--- src/rtl/alu_sched_pkg.sv ---
// ---------------------------------------------------------------------------
// alu_sched_pkg
// Shared types and defaults for the round-robin ALU scheduler.
//   state_t    : scheduler FSM states (IDLE, EXEC, RESP)
//   DEF_DATA_W : default operand width
//   DEF_OP_W   : default ALU opcode width
//   wrap_inc   : increment modulo n, valid for any n (not only powers of 2)
// ---------------------------------------------------------------------------
package alu_sched_pkg;

  localparam int DEF_DATA_W = 8;
  localparam int DEF_OP_W   = 3;

  typedef enum logic [1:0] {
    IDLE = 2'd0,
    EXEC = 2'd1,
    RESP = 2'd2
  } state_t;

  function automatic int wrap_inc(input int v, input int n);
    return (v + 1 >= n) ? 0 : v + 1;
  endfunction

endpackage : alu_sched_pkg

--- src/rtl/alu_rr_scheduler_rr_arbiter.sv ---
// ---------------------------------------------------------------------------
// rr_arbiter
// Combinational round-robin pick: the first set request at or above i_ptr,
// wrapping modulo NUM_REQ. The pointer register lives in the parent.
//   i_req       : request vector
//   i_ptr       : highest-priority index
//   o_grant     : one-hot grant (all zero when no request)
//   o_grant_idx : index of the granted request
//   o_any_req   : at least one request is set
// ---------------------------------------------------------------------------
module rr_arbiter #(
  parameter  int NUM_REQ = 4,
  localparam int ID_W    = $clog2(NUM_REQ)
) (
  input  logic [NUM_REQ-1:0] i_req,
  input  logic [ID_W-1:0]    i_ptr,
  output logic [NUM_REQ-1:0] o_grant,
  output logic [ID_W-1:0]    o_grant_idx,
  output logic               o_any_req
);

  always_comb begin
    int          v_pos;
    logic [ID_W-1:0] v_idx;
    // NOTE: every output gets a default before any conditional assignment,
    // so no path through the block leaves a value held (no latch).
    o_grant     = '0;
    o_grant_idx = '0;
    o_any_req   = 1'b0;
    v_pos       = 0;
    v_idx       = '0;
    for (int k = 0; k < NUM_REQ; k++) begin
      // Explicit wrap keeps the walk inside 0..NUM_REQ-1 even when NUM_REQ
      // is not a power of two.
      v_pos = int'(i_ptr) + k;
      if (v_pos >= NUM_REQ) v_pos = v_pos - NUM_REQ;
      v_idx = ID_W'(v_pos);
      if (!o_any_req && i_req[v_idx]) begin
        o_grant[v_idx] = 1'b1;
        o_grant_idx    = v_idx;
        o_any_req      = 1'b1;
      end
    end
  end

endmodule : rr_arbiter

--- src/rtl/alu_rr_scheduler.sv ---
// ---------------------------------------------------------------------------
// alu_rr_scheduler
// Shares one combinational ALU among NUM_REQ requesters. A round-robin pick
// in IDLE latches the winner's operands, EXEC lets the ALU settle, and RESP
// presents the captured result tagged with the requester index.
//   clk, rst              : clock, synchronous active-high reset
//   req_valid/req_ready   : per-requester handshake (ready is one-hot or 0)
//   req_a/req_b/req_op    : packed per-requester operands and opcode
//   alu_a/alu_b/alu_op    : registered operands driven to the ALU
//   alu_out/alu_cout      : combinational ALU result and carry-out
//   rsp_valid/rsp_ready   : response handshake
//   rsp_id/rsp_data/rsp_cout : owner index, captured result and carry
//   busy                  : high whenever the FSM is not in IDLE
// ---------------------------------------------------------------------------
module alu_rr_scheduler
  import alu_sched_pkg::*;
#(
  parameter  int NUM_REQ = 4,
  parameter  int DATA_W  = DEF_DATA_W,
  parameter  int OP_W    = DEF_OP_W,
  localparam int ID_W    = $clog2(NUM_REQ)
) (
  input  logic                  clk,
  input  logic                  rst,
  input  logic [NUM_REQ-1:0]    req_valid,
  output logic [NUM_REQ-1:0]    req_ready,
  input  logic [NUM_REQ*DATA_W-1:0] req_a,
  input  logic [NUM_REQ*DATA_W-1:0] req_b,
  input  logic [NUM_REQ*OP_W-1:0]   req_op,
  output logic [DATA_W-1:0]     alu_a,
  output logic [DATA_W-1:0]     alu_b,
  output logic [OP_W-1:0]       alu_op,
  input  logic [2*DATA_W-1:0]   alu_out,
  input  logic                  alu_cout,
  output logic                  rsp_valid,
  input  logic                  rsp_ready,
  output logic [ID_W-1:0]       rsp_id,
  output logic [2*DATA_W-1:0]   rsp_data,
  output logic                  rsp_cout,
  output logic                  busy
);

  state_t              r_state, w_next_state;
  logic [ID_W-1:0]     r_ptr;
  logic [DATA_W-1:0]   r_alu_a, r_alu_b;
  logic [OP_W-1:0]     r_alu_op;
  logic [ID_W-1:0]     r_rsp_id;
  logic [2*DATA_W-1:0] r_rsp_data;
  logic                r_rsp_cout;

  logic [NUM_REQ-1:0]  w_grant;
  logic [ID_W-1:0]     w_grant_idx;
  logic                w_any_req;
  logic                w_accept;

  logic [DATA_W-1:0]   w_a  [NUM_REQ];
  logic [DATA_W-1:0]   w_b  [NUM_REQ];
  logic [OP_W-1:0]     w_op [NUM_REQ];

  for (genvar gi = 0; gi < NUM_REQ; gi++) begin : g_slice
    assign w_a[gi]  = req_a[gi*DATA_W +: DATA_W];
    assign w_b[gi]  = req_b[gi*DATA_W +: DATA_W];
    assign w_op[gi] = req_op[gi*OP_W +: OP_W];
  end

  rr_arbiter #(.NUM_REQ(NUM_REQ)) u_arb (
    .i_req       (req_valid),
    .i_ptr       (r_ptr),
    .o_grant     (w_grant),
    .o_grant_idx (w_grant_idx),
    .o_any_req   (w_any_req)
  );

  // Next state and accept. req_ready is held low while rst is high so no
  // requester believes it was accepted by an edge that resets instead.
  always_comb begin
    w_next_state = r_state;
    w_accept     = 1'b0;
    req_ready    = '0;
    unique case (r_state)
      IDLE: begin
        if (w_any_req && !rst) begin
          w_accept     = 1'b1;
          req_ready    = w_grant;
          w_next_state = EXEC;
        end
      end
      EXEC:    w_next_state = RESP;
      RESP:    if (rsp_ready) w_next_state = IDLE;
      default: w_next_state = IDLE;
    endcase
  end

  // NOTE: sequential state uses non-blocking assignments so every register
  // samples pre-edge values regardless of statement order.
  always_ff @(posedge clk) begin
    if (rst) begin
      r_state    <= IDLE;
      r_ptr      <= '0;
      r_alu_a    <= '0;
      r_alu_b    <= '0;
      r_alu_op   <= '0;
      r_rsp_id   <= '0;
      r_rsp_data <= '0;
      r_rsp_cout <= 1'b0;
    end else begin
      r_state <= w_next_state;
      // Operands move only on an accept edge; the ALU sees them stable
      // through EXEC even if the requester changes its inputs.
      if (w_accept) begin
        r_alu_a  <= w_a[w_grant_idx];
        r_alu_b  <= w_b[w_grant_idx];
        r_alu_op <= w_op[w_grant_idx];
        r_rsp_id <= w_grant_idx;
      end
      if (r_state == EXEC) begin
        r_rsp_data <= alu_out;
        r_rsp_cout <= alu_cout;
      end
      // The served requester becomes lowest priority.
      if (r_state == RESP && rsp_ready) begin
        r_ptr <= ID_W'(wrap_inc(int'(r_rsp_id), NUM_REQ));
      end
    end
  end

  assign alu_a     = r_alu_a;
  assign alu_b     = r_alu_b;
  assign alu_op    = r_alu_op;
  assign rsp_valid = (r_state == RESP);
  assign rsp_id    = r_rsp_id;
  assign rsp_data  = r_rsp_data;
  assign rsp_cout  = r_rsp_cout;
  assign busy      = (r_state != IDLE);

endmodule : alu_rr_scheduler

--- config.mk ---
export PLATFORM = sky130hd
export DESIGN_NAME = alu_rr_scheduler
export DESIGN_NICKNAME = d
export VERILOG_FILES = /design/src/rtl/alu_sched_pkg.sv /design/src/rtl/alu_rr_scheduler_rr_arbiter.sv /design/src/rtl/alu_rr_scheduler.sv
export SDC_FILE = /design/constraint.sdc
export NUM_CORES = 1
export LEC_CHECK = 0
export CAP_MARGIN = 20
export CORE_MARGIN = 2
export CORE_UTILIZATION = 40
export CTS_CLUSTER_SIZE = 10
export DETAILED_ROUTE_END_ITERATION = 8
export HOLD_SLACK_MARGIN = 0.03
export MAX_ROUTING_LAYER = met4
export PLACE_DENSITY = 0.86
export SLEW_MARGIN = 20
export SYNTH_ARGS = -nofsm -noshare
export SYNTH_HDL_FRONTEND = slang
export SYNTH_HIERARCHICAL = 1
export SYNTH_SLANG_ARGS = --single-unit
--- constraint.sdc ---
create_clock -name clk -period 8.9 [get_ports clk]
set_input_delay 1.335 -clock clk [delete_from_list [all_inputs] [get_ports clk]]
set_output_delay 1.335 -clock clk [all_outputs]
set_load 0.01 [all_outputs]
==> results of run 1 <==
[worst min-delay path by stage]
stage / startpoint / end / slack, ps / cells after the start
finish: rsp_data[4] / rsp_data[4] / 460 / 2
global route: rsp_data[7] / rsp_data[7] / 470 / 2
CTS: rsp_data[7] / rsp_data[7] / 460 / 2
detailed placement: rsp_data[7] / rsp_data[7] / 450 / 2
global placement: rsp_data[3] / rsp_data[3] / 440 / 2
floorplan: rsp_cout / rsp_cout / 480 / 2
[cells by family (layout without fill, tap and decap cells)]
group	after synthesis	in the layout	synth area share, %
and+or+nand+nor	60	60	13.1
AOI/OAI and AO/OA	56	56	16.4
DFF	42	42	35.8
muxes	29	29	25.0
buffers and inverters	22	155	6.45
adders and majority gates	6	6	3.20
[per-layer routing]
metal	vias up	wire length (um)	part of all wire, %	track usage, %
met1	1078	2780	39	25.6
met4	0	78	1.1	5.42
met3	8	574	8.0	4.61
li1	1073	-	-	-
met2	89	3720	52	37.9
met5	-	0	0	-
[power groups by stage]
| stage | Clock, mW | Combinational [mW] | Sequential (mW) |
|---|---|---|---|
| after floorplan | 0 | 0.106 | 0.238 |
| after global placement | 0 | 0.212 | 0.229 |
| after detailed placement | 0 | 0.217 | 0.231 |
| after CTS | 0.154 | 0.218 | 0.227 |
| after global routing | 0.164 | 0.232 | 0.230 |
| final | 0.152 | 0.217 | 0.227 |
[worst max-delay path: stages]
cell and delay, ps:
clkdlybuf4s50_1 540, mux4_2 450, nor3_1 120, nand2b_1 80, nor3b_4 270, and2b_1 680
and2_1 220, clkdlybuf4s50_1 550
[metrics by stage]
stage / hold WS, ps / std cells / setup WS [ps] / utilization (%) / cell area [um2]
after global placement: 442 / 413 / 3370 / 67.4 / 3750
after detailed placement: 446 / 413 / 3300 / 67.4 / 3750
final: 456 / 420 / 3300 / 69.4 / 3870
after floorplan: 481 / 215 / 4600 / - / 2350
after CTS: 456 / 420 / 3310 / 69.4 / 3870
after global routing: 471 / 420 / 3100 / 69.4 / 3870
[Yosys cell counts, types with 2 or more instances]
cell type / count
buf_6: 5
a22o_1: 19
nand2b_1: 3
clkbuf_1: 6
a22oi_1: 8
o21ai_0: 5
nor2_1: 5
mux4_2: 21
and2b_1: 2
ha_1: 6
buf_8: 2
buf_2: 4
inv_1: 4
mux4_1: 2
mux2_2: 2
and2_1: 4
dfxtp_1: 42
nand2_1: 36
a21oi_1: 20
mux2i_1: 4
[cell type report]
cell class,instances,area (um2)
multi-input combinational,151,1370
timing repair buffer,144,1440
fill,443,1700
clock buffer,6,82.6
tap,72,90.1
sequential,42,841
inverter,4,15.0
clock inverter,1,30.0
[state kept, by name, summed over array words and instances, names as in the netlist]
signal,count
alu_a,8
alu_b,8
alu_op,3
r_ptr,2
r_state,2
rsp_cout,1
rsp_data,16
rsp_id,2
==> results.cfg, run 1 <==
[outcome]
status = finished clean

[critical_path]
worst_ep_arrival_time_ps = 4260
timing.rr.end = alu_a[0]
reg2reg_setup_slack_ps = 5080
cp_max_fo = 24
worstSetupStartpoint = req_valid[3]
critPathLaunchType = input port
worstReg2RegStart = r_ptr[0]
endpoint = req_ready[3]
r2r_cells = 7
critPathKind = input port to primary output
worst_ep_required_time_ps = 7570
end_kind = primary output

[clock_network]
holdBufCountCts = 0
cts_tree = done
post_cts_buffers = 0
cts.clk_slew.worst_paths_ps = 70
cts_htree_levels = 2
cts_root_buf = clkbuf_8
numCtsBuffers = 5
clock_latency_ps = 290
cts_resized = 0
cts.sinks = 42
clock_path_buffers = 2

[pwr]
pwr-share-clk_pct = 25.5
internal_power_uw = 433
p_per_area_nw_per_um2 = 154
total_power_uw = 595
combPwrFrac_pct = 36.4
ir_drop_uv = 74.1
p_switching_uw = 162
seqPwrFrac_pct = 38.1
swShare_pct = 27.2
p_leak_nw = 1.41

[floorplan]
die_w_um = 80.6
die_h_um = 80.6
core-area_um2 = 5570
rows = 27
ios = 144
die_area_um2 = 6500
initial_core_util_pct = 42.1

[timing]
slew_headroom_pct = 28.7
fmax_ghz = 0.179
rsz0062_at_grt = no
min_period_ps = 5600
tns_ps = 0
fin_crit_sh_pct = 62.9
slew_violations = 0
hold_viol_final = 0
worstMarginPinSlew_ps = 1070
report.final.setup_viol = 0
skew_ps = 1.93

[routing]
wl_per_cell_um = 17.0
drc_errors = 0
vias = 2248
vias_per_cell = 5.35
drtIter0Drc = 72
firstDrtPassIters = 4
ant_nets = 0
wirelength_mm = 7.15

[synthesis]
synth_area_leader_cell = dfxtp_1
yosys.area.top_type_share_pct = 35.8
netlist_area_um2 = 2350
synth_fp_nets = 321
synthArstFlopShare_pct = 0
synth-edff-count = 0
synth_cell_types = 35
synth_area_leaders = dfxtp_1 36%, mux4_2 20%, a22o_1 7.1%
yosys_warnings = 6
yosysSeqAreaShare_pct = 35.8
synth_seq_cells = 42
synth_flop_cell = dfxtp_1
syn_area_per_cell_um2 = 10.9
synth_cells = 215

[grt]
first_global_vias = 2135
grt_max_degree = 25
grt_usage_pct = 21.7
antenna_found_initial = 0
grt_overflow = 0
grt_first_pass_wirelength_mm = 10.6

[final_layout]
layout.nets = 454
final_cell_mix = 143 x clkdlybuf4s50_1, 42 x dfxtp_1, 36 x nand2_1
diodes = 0
drive_above_1_share_pct = 10.9
final_common_cell = clkdlybuf4s50_1
area_growth_syn_to_layout_pct = 64.8

[min_path]
hp-class = register to register

[placed_design]
gp_congestion = 0.838
hpwlAfterDp_mm = 5.59
io_buffers = 143

[job]
cap_violations = 0
(Power assumes the default switching activity.)
==> run 2, diff against run 1 <==
--- a/config.mk
+++ b/config.mk
@@ -7,12 +7,12 @@
 export LEC_CHECK = 0
 export CAP_MARGIN = 20
 export CORE_MARGIN = 2
-export CORE_UTILIZATION = 40
+export CORE_UTILIZATION = 37
 export CTS_CLUSTER_SIZE = 10
 export DETAILED_ROUTE_END_ITERATION = 8
 export HOLD_SLACK_MARGIN = 0.03
 export MAX_ROUTING_LAYER = met4
-export PLACE_DENSITY = 0.86
+export PLACE_DENSITY = 0.8
 export SLEW_MARGIN = 20
 export SYNTH_ARGS = -nofsm -noshare
 export SYNTH_HDL_FRONTEND = slang
==> constraint.sdc (replaced) <==
create_clock -name clk -period 5.6 [get_ports clk]
set_input_delay 0.84 -clock clk [delete_from_list [all_inputs] [get_ports clk]]
set_output_delay 0.84 -clock clk [all_outputs]
set_load 0.01 [all_outputs]
==> results.cfg, run 2 (synthesis gave the netlist of run 1 again) <==
[final_layout]
largest_reg_flops = 16
final_common_cell = clkdlybuf4s50_1
diodes = 0
area_growth_syn_to_layout_pct = 65.2
drive_above_1_share_pct = 11.4
layout.nets = 455
fillers = 514
final_cell_mix = 143 x clkdlybuf4s50_1, 42 x dfxtp_1, 36 x nand2_1

[critical_path]
critPathLaunchType = register
timing.rr.end = alu_a[0]
path_cells = inv_1, ha_1, mux4_2, nor3_1, nand2b_1, nor3b_4, and2b_1, and2_1, clkdlybuf4s50_1
end_kind = primary output
worst_ep_arrival_time_ps = 3850
slowest_delay_ps = 720
worstReg2RegStart = r_ptr[0]
worst_ep_required_time_ps = 4760
crit_family = simple AND/OR/NAND/NOR gates
r2r_cells = 7
crit_slowest_cell = dfxtp_1
critPathBufInv = 2
critPathKind = register to primary output
worstSetupStartpoint = r_ptr[0]
reg2reg_setup_slack_ps = 1860
cp_max_fo = 24

[grt]
first_global_vias = 2204
antenna_found_initial = 0
grt_usage_pct = 19.1
grt_max_degree = 25
grt_first_pass_wirelength_mm = 10.6
grt_overflow = 0

[floorplan]
die_h_um = 83.7
die_w_um = 83.7
core-area_um2 = 6240
initial_core_util_pct = 37.6
ios = 144
rows = 29
die_area_um2 = 7000

[routing]
vias_per_cell = 5.27
ant_nets = 0
drc_errors = 0
drtIter0Drc = 69
firstDrtPassIters = 4
wl_per_cell_um = 15.7
wirelength_mm = 6.69
vias = 2252

[clock_network]
cts_root_buf = clkbuf_8
cts_resized = 0
cts.clk_slew.worst_paths_ps = 80
cts_htree_levels = 2
post_cts_buffers = 0
cts.sinks = 42
cts_tree = done
clock_latency_ps = 280
numCtsBuffers = 5
clock_path_buffers = 2
holdBufCountCts = 0

[placed_design]
hpwlAfterDp_mm = 5.19
gp_congestion = 0.910
io_buffers = 143

[timing]
worstMarginPinSlew_ps = 1030
tns_ps = 0
slew_headroom_pct = 31.4
report.final.setup_viol = 0
rsz0062_at_grt = no
fmax_ghz = 0.213
hold_viol_final = 0
min_period_ps = 4690
slew_violations = 0
fin_crit_sh_pct = 83.7
skew_ps = 3.89

[pwr]
total_power_uw = 928
p_leak_nw = 1.41
ir_drop_uv = 130
p_per_area_nw_per_um2 = 239

[min_path]
holdPathEnd = rsp_data[1]
hold_depth = 2
hp-class = register to register
hold_start = rsp_data[1]

[job]
cap_violations = 0

[outcome]
status = finished clean
-- run 2: how the worst max path moves through the flow --
stage                   endpoint  slack [ps]  depth (start not counted)
floorplan           req_ready[0]        2290                          9
global placement    req_ready[3]        1050                          8
detailed placement  req_ready[1]         950                          8
CTS                 req_ready[3]         820                          9
global route        req_ready[2]         580                          9
finish              req_ready[3]         910                          9
-- run 2: metrics by stage --
stage | util [%] | cells | hold WS, ps | setup WS, ps | area (um2)
after global placement | 60.4 | 419 | 443 | 1050 | 3770
after CTS | 62.1 | 427 | 458 | 825 | 3880
final | 62.2 | 427 | 455 | 910 | 3880
after detailed placement | 60.4 | 419 | 446 | 949 | 3770
after floorplan | - | 215 | 481 | 2290 | 2350
after global routing | 62.2 | 427 | 474 | 581 | 3880
-- run 2: power breakdown --
| part | switching, mW | total [mW] | internal, mW |
|---|---|---|---|
| combinational | 0.131 | 0.341 | 0.210 |
| clock | 0.0968 | 0.228 | 0.131 |
| sequential | 0.0236 | 0.359 | 0.335 |
-- run 2: final cells by class --
cell class	instances	area, um2	area share, %
Sequential cell	42	841	21.7
Tap cell	77	96.3	2.48
Timing Repair Buffer	145	1450	37.3
Multi-Input combinational cell	151	1370	35.4
Clock inverter	3	40.0	1.03
Inverter	4	15.0	0.387
Clock buffer	5	68.8	1.77
-- run 2: per-layer routing --
metal | routed length, um | share of wire, % | track usage (%)
met1 | 2560 | 38 | 20.9
met2 | 3550 | 53 | 34.0
met3 | 461 | 6.9 | 4.95
met4 | 124 | 1.9 | 5.87
met5 | 0 | 0 | -
-- run 2: worst reg2reg max path, stage by stage (launching register included) --
cell and delay [ps]:
dfxtp_1 720, inv_1 150, ha_1 390, mux4_2 450, o311ai_0 400, a32o_1 870
mux4_2 420, a22o_1 240
==> run 3, diff against run 2 <==
==> constraint.sdc (replaced) <==
create_clock -name clk -period 4.6 [get_ports clk]
set_input_delay 0.69 -clock clk [delete_from_list [all_inputs] [get_ports clk]]
set_output_delay 0.69 -clock clk [all_outputs]
set_load 0.01 [all_outputs]
==> results.cfg, run 3 (synthesis gave the netlist of run 1 again) <==
[timing]
fmax_ghz = 0.242
fin_crit_sh_pct = 89.9
rsz0062_at_grt = no
hold_viol_final = 0
skew_ps = 6.09
fin_ws_ps = 466
worstMarginPinSlew_ps = 1050
slew_violations = 0
tns_ps = 0
min_period_ps = 4130
report.final.setup_viol = 0
slew_headroom_pct = 30.3

[routing]
firstDrtPassIters = 4
wirelength_mm = 6.63
ant_nets = 0
drtIter0Drc = 55
vias = 2224
drc_errors = 0
vias_per_cell = 5.20
wl_per_cell_um = 15.5

[placed_design]
dpl_worst_slack_ps = 650
gp_congestion = 0.883
io_buffers = 143
hpwlAfterDp_mm = 5.15

[critical_path]
worst_ep_arrival_time_ps = 3440
worst_ep_required_time_ps = 3910
cp_max_fo = 14
critPathLaunchType = register
critPathKind = register to primary output
end_kind = primary output

[final_layout]
drive_above_1_share_pct = 11.7
diodes = 0
regArea_um2 = 841
post-route-util_pct = 62.0
multi_input_area_um2 = 1370
area_growth_syn_to_layout_pct = 64.7
final_cell_mix = 143 x clkdlybuf4s50_1, 42 x dfxtp_1, 36 x nand2_1
fillers = 524
final_common_cell = clkdlybuf4s50_1
largest_reg_flops = 16
layout.nets = 456

[pwr]
p_leak_nw = 1.40
total_power_mw = 1.09
p_per_area_nw_per_um2 = 281
ir_drop_uv = 133

[clock_network]
cts_htree_levels = 2
numCtsBuffers = 5
holdBufCountCts = 0
cts.clk_slew.worst_paths_ps = 90
clock_path_buffers = 2
clock_latency_ps = 290
post_cts_buffers = 0
cts_root_buf = clkbuf_8
cts_tree = done
cts_resized = 0
cts.sinks = 42

[floorplan]
die_h_um = 83.7
die_area_um2 = 7000
initial_core_util_pct = 37.6
die_w_um = 83.7
rows = 29
core-area_um2 = 6240
ios = 144

[min_path]
hp-class = register to register

[grt]
first_global_vias = 2225
antenna_found_initial = 0
grt_max_degree = 25
grt_overflow = 0
grt_usage_pct = 19.3
grt_first_pass_wirelength_mm = 10.7

[outcome]
status = finished clean

[job]
cap_violations = 0
-- run 3: cell count changes in the layout (fill, tap and decap cells not counted) --
cell	delta
bufinv_16	-1
clkinvlp_4	+1
buf_4	+1
clkinv_2	-1
clkinv_4	+1
-- run 3: layout make-up --
class                   count  area share, %
well taps                  77           2.49
clock inverters             3          0.550
inverters                   4          0.388
repair buffers            146           37.6
flip-flops and latches     42           21.7
multi-input cells         151           35.5
clock buffers               5           1.78
-- run 3: worst paths after layout --
check | start | end | slack (ps) | depth (start not counted)
max | r_ptr[0] | req_ready[3] | 470 | 9
max reg2reg | r_ptr[0] | alu_a[0] | 740 | 7
min reg2reg | rsp_data[1] | rsp_data[1] | 460 | 2
min | rsp_data[1] | rsp_data[1] | 460 | 2
-- run 3: power breakdown --
group	internal, mW	switching (mW)
combinational	0.257	0.158
clock	0.107	0.128
sequential	0.408	0.0283
-- run 3: through the flow --
| stage | hold WS (ps) | instance area [um2] | std cells |
|---|---|---|---|
| global route | 474 | 3870 | 428 |
| finish | 458 | 3870 | 428 |
| detailed placement | 449 | 3780 | 420 |
| global placement | 442 | 3780 | 420 |
| floorplan | 481 | 2350 | 215 |
| CTS | 462 | 3870 | 428 |
-- run 3: worst max-delay path, stage by stage (launching register included) --
cell	delay (ps)
dfxtp_1	730
inv_1	150
ha_1	410
mux4_2	450
nor3_1	290
nand2b_1	80
nor3b_4	170
and2b_1	210
and2_1	180
clkdlybuf4s50_1	470
-- run 3: per-layer routing --
| metal | track usage [%] | wire [um] | vias up |
|---|---|---|---|
| met3 | 4.45 | 412 | 10 |
| li1 | - | - | 1073 |
| met2 | 33.2 | 3410 | 85 |
| met1 | 22.0 | 2680 | 1056 |
| met5 | - | 0 | - |
| met4 | 7.04 | 124 | 0 |
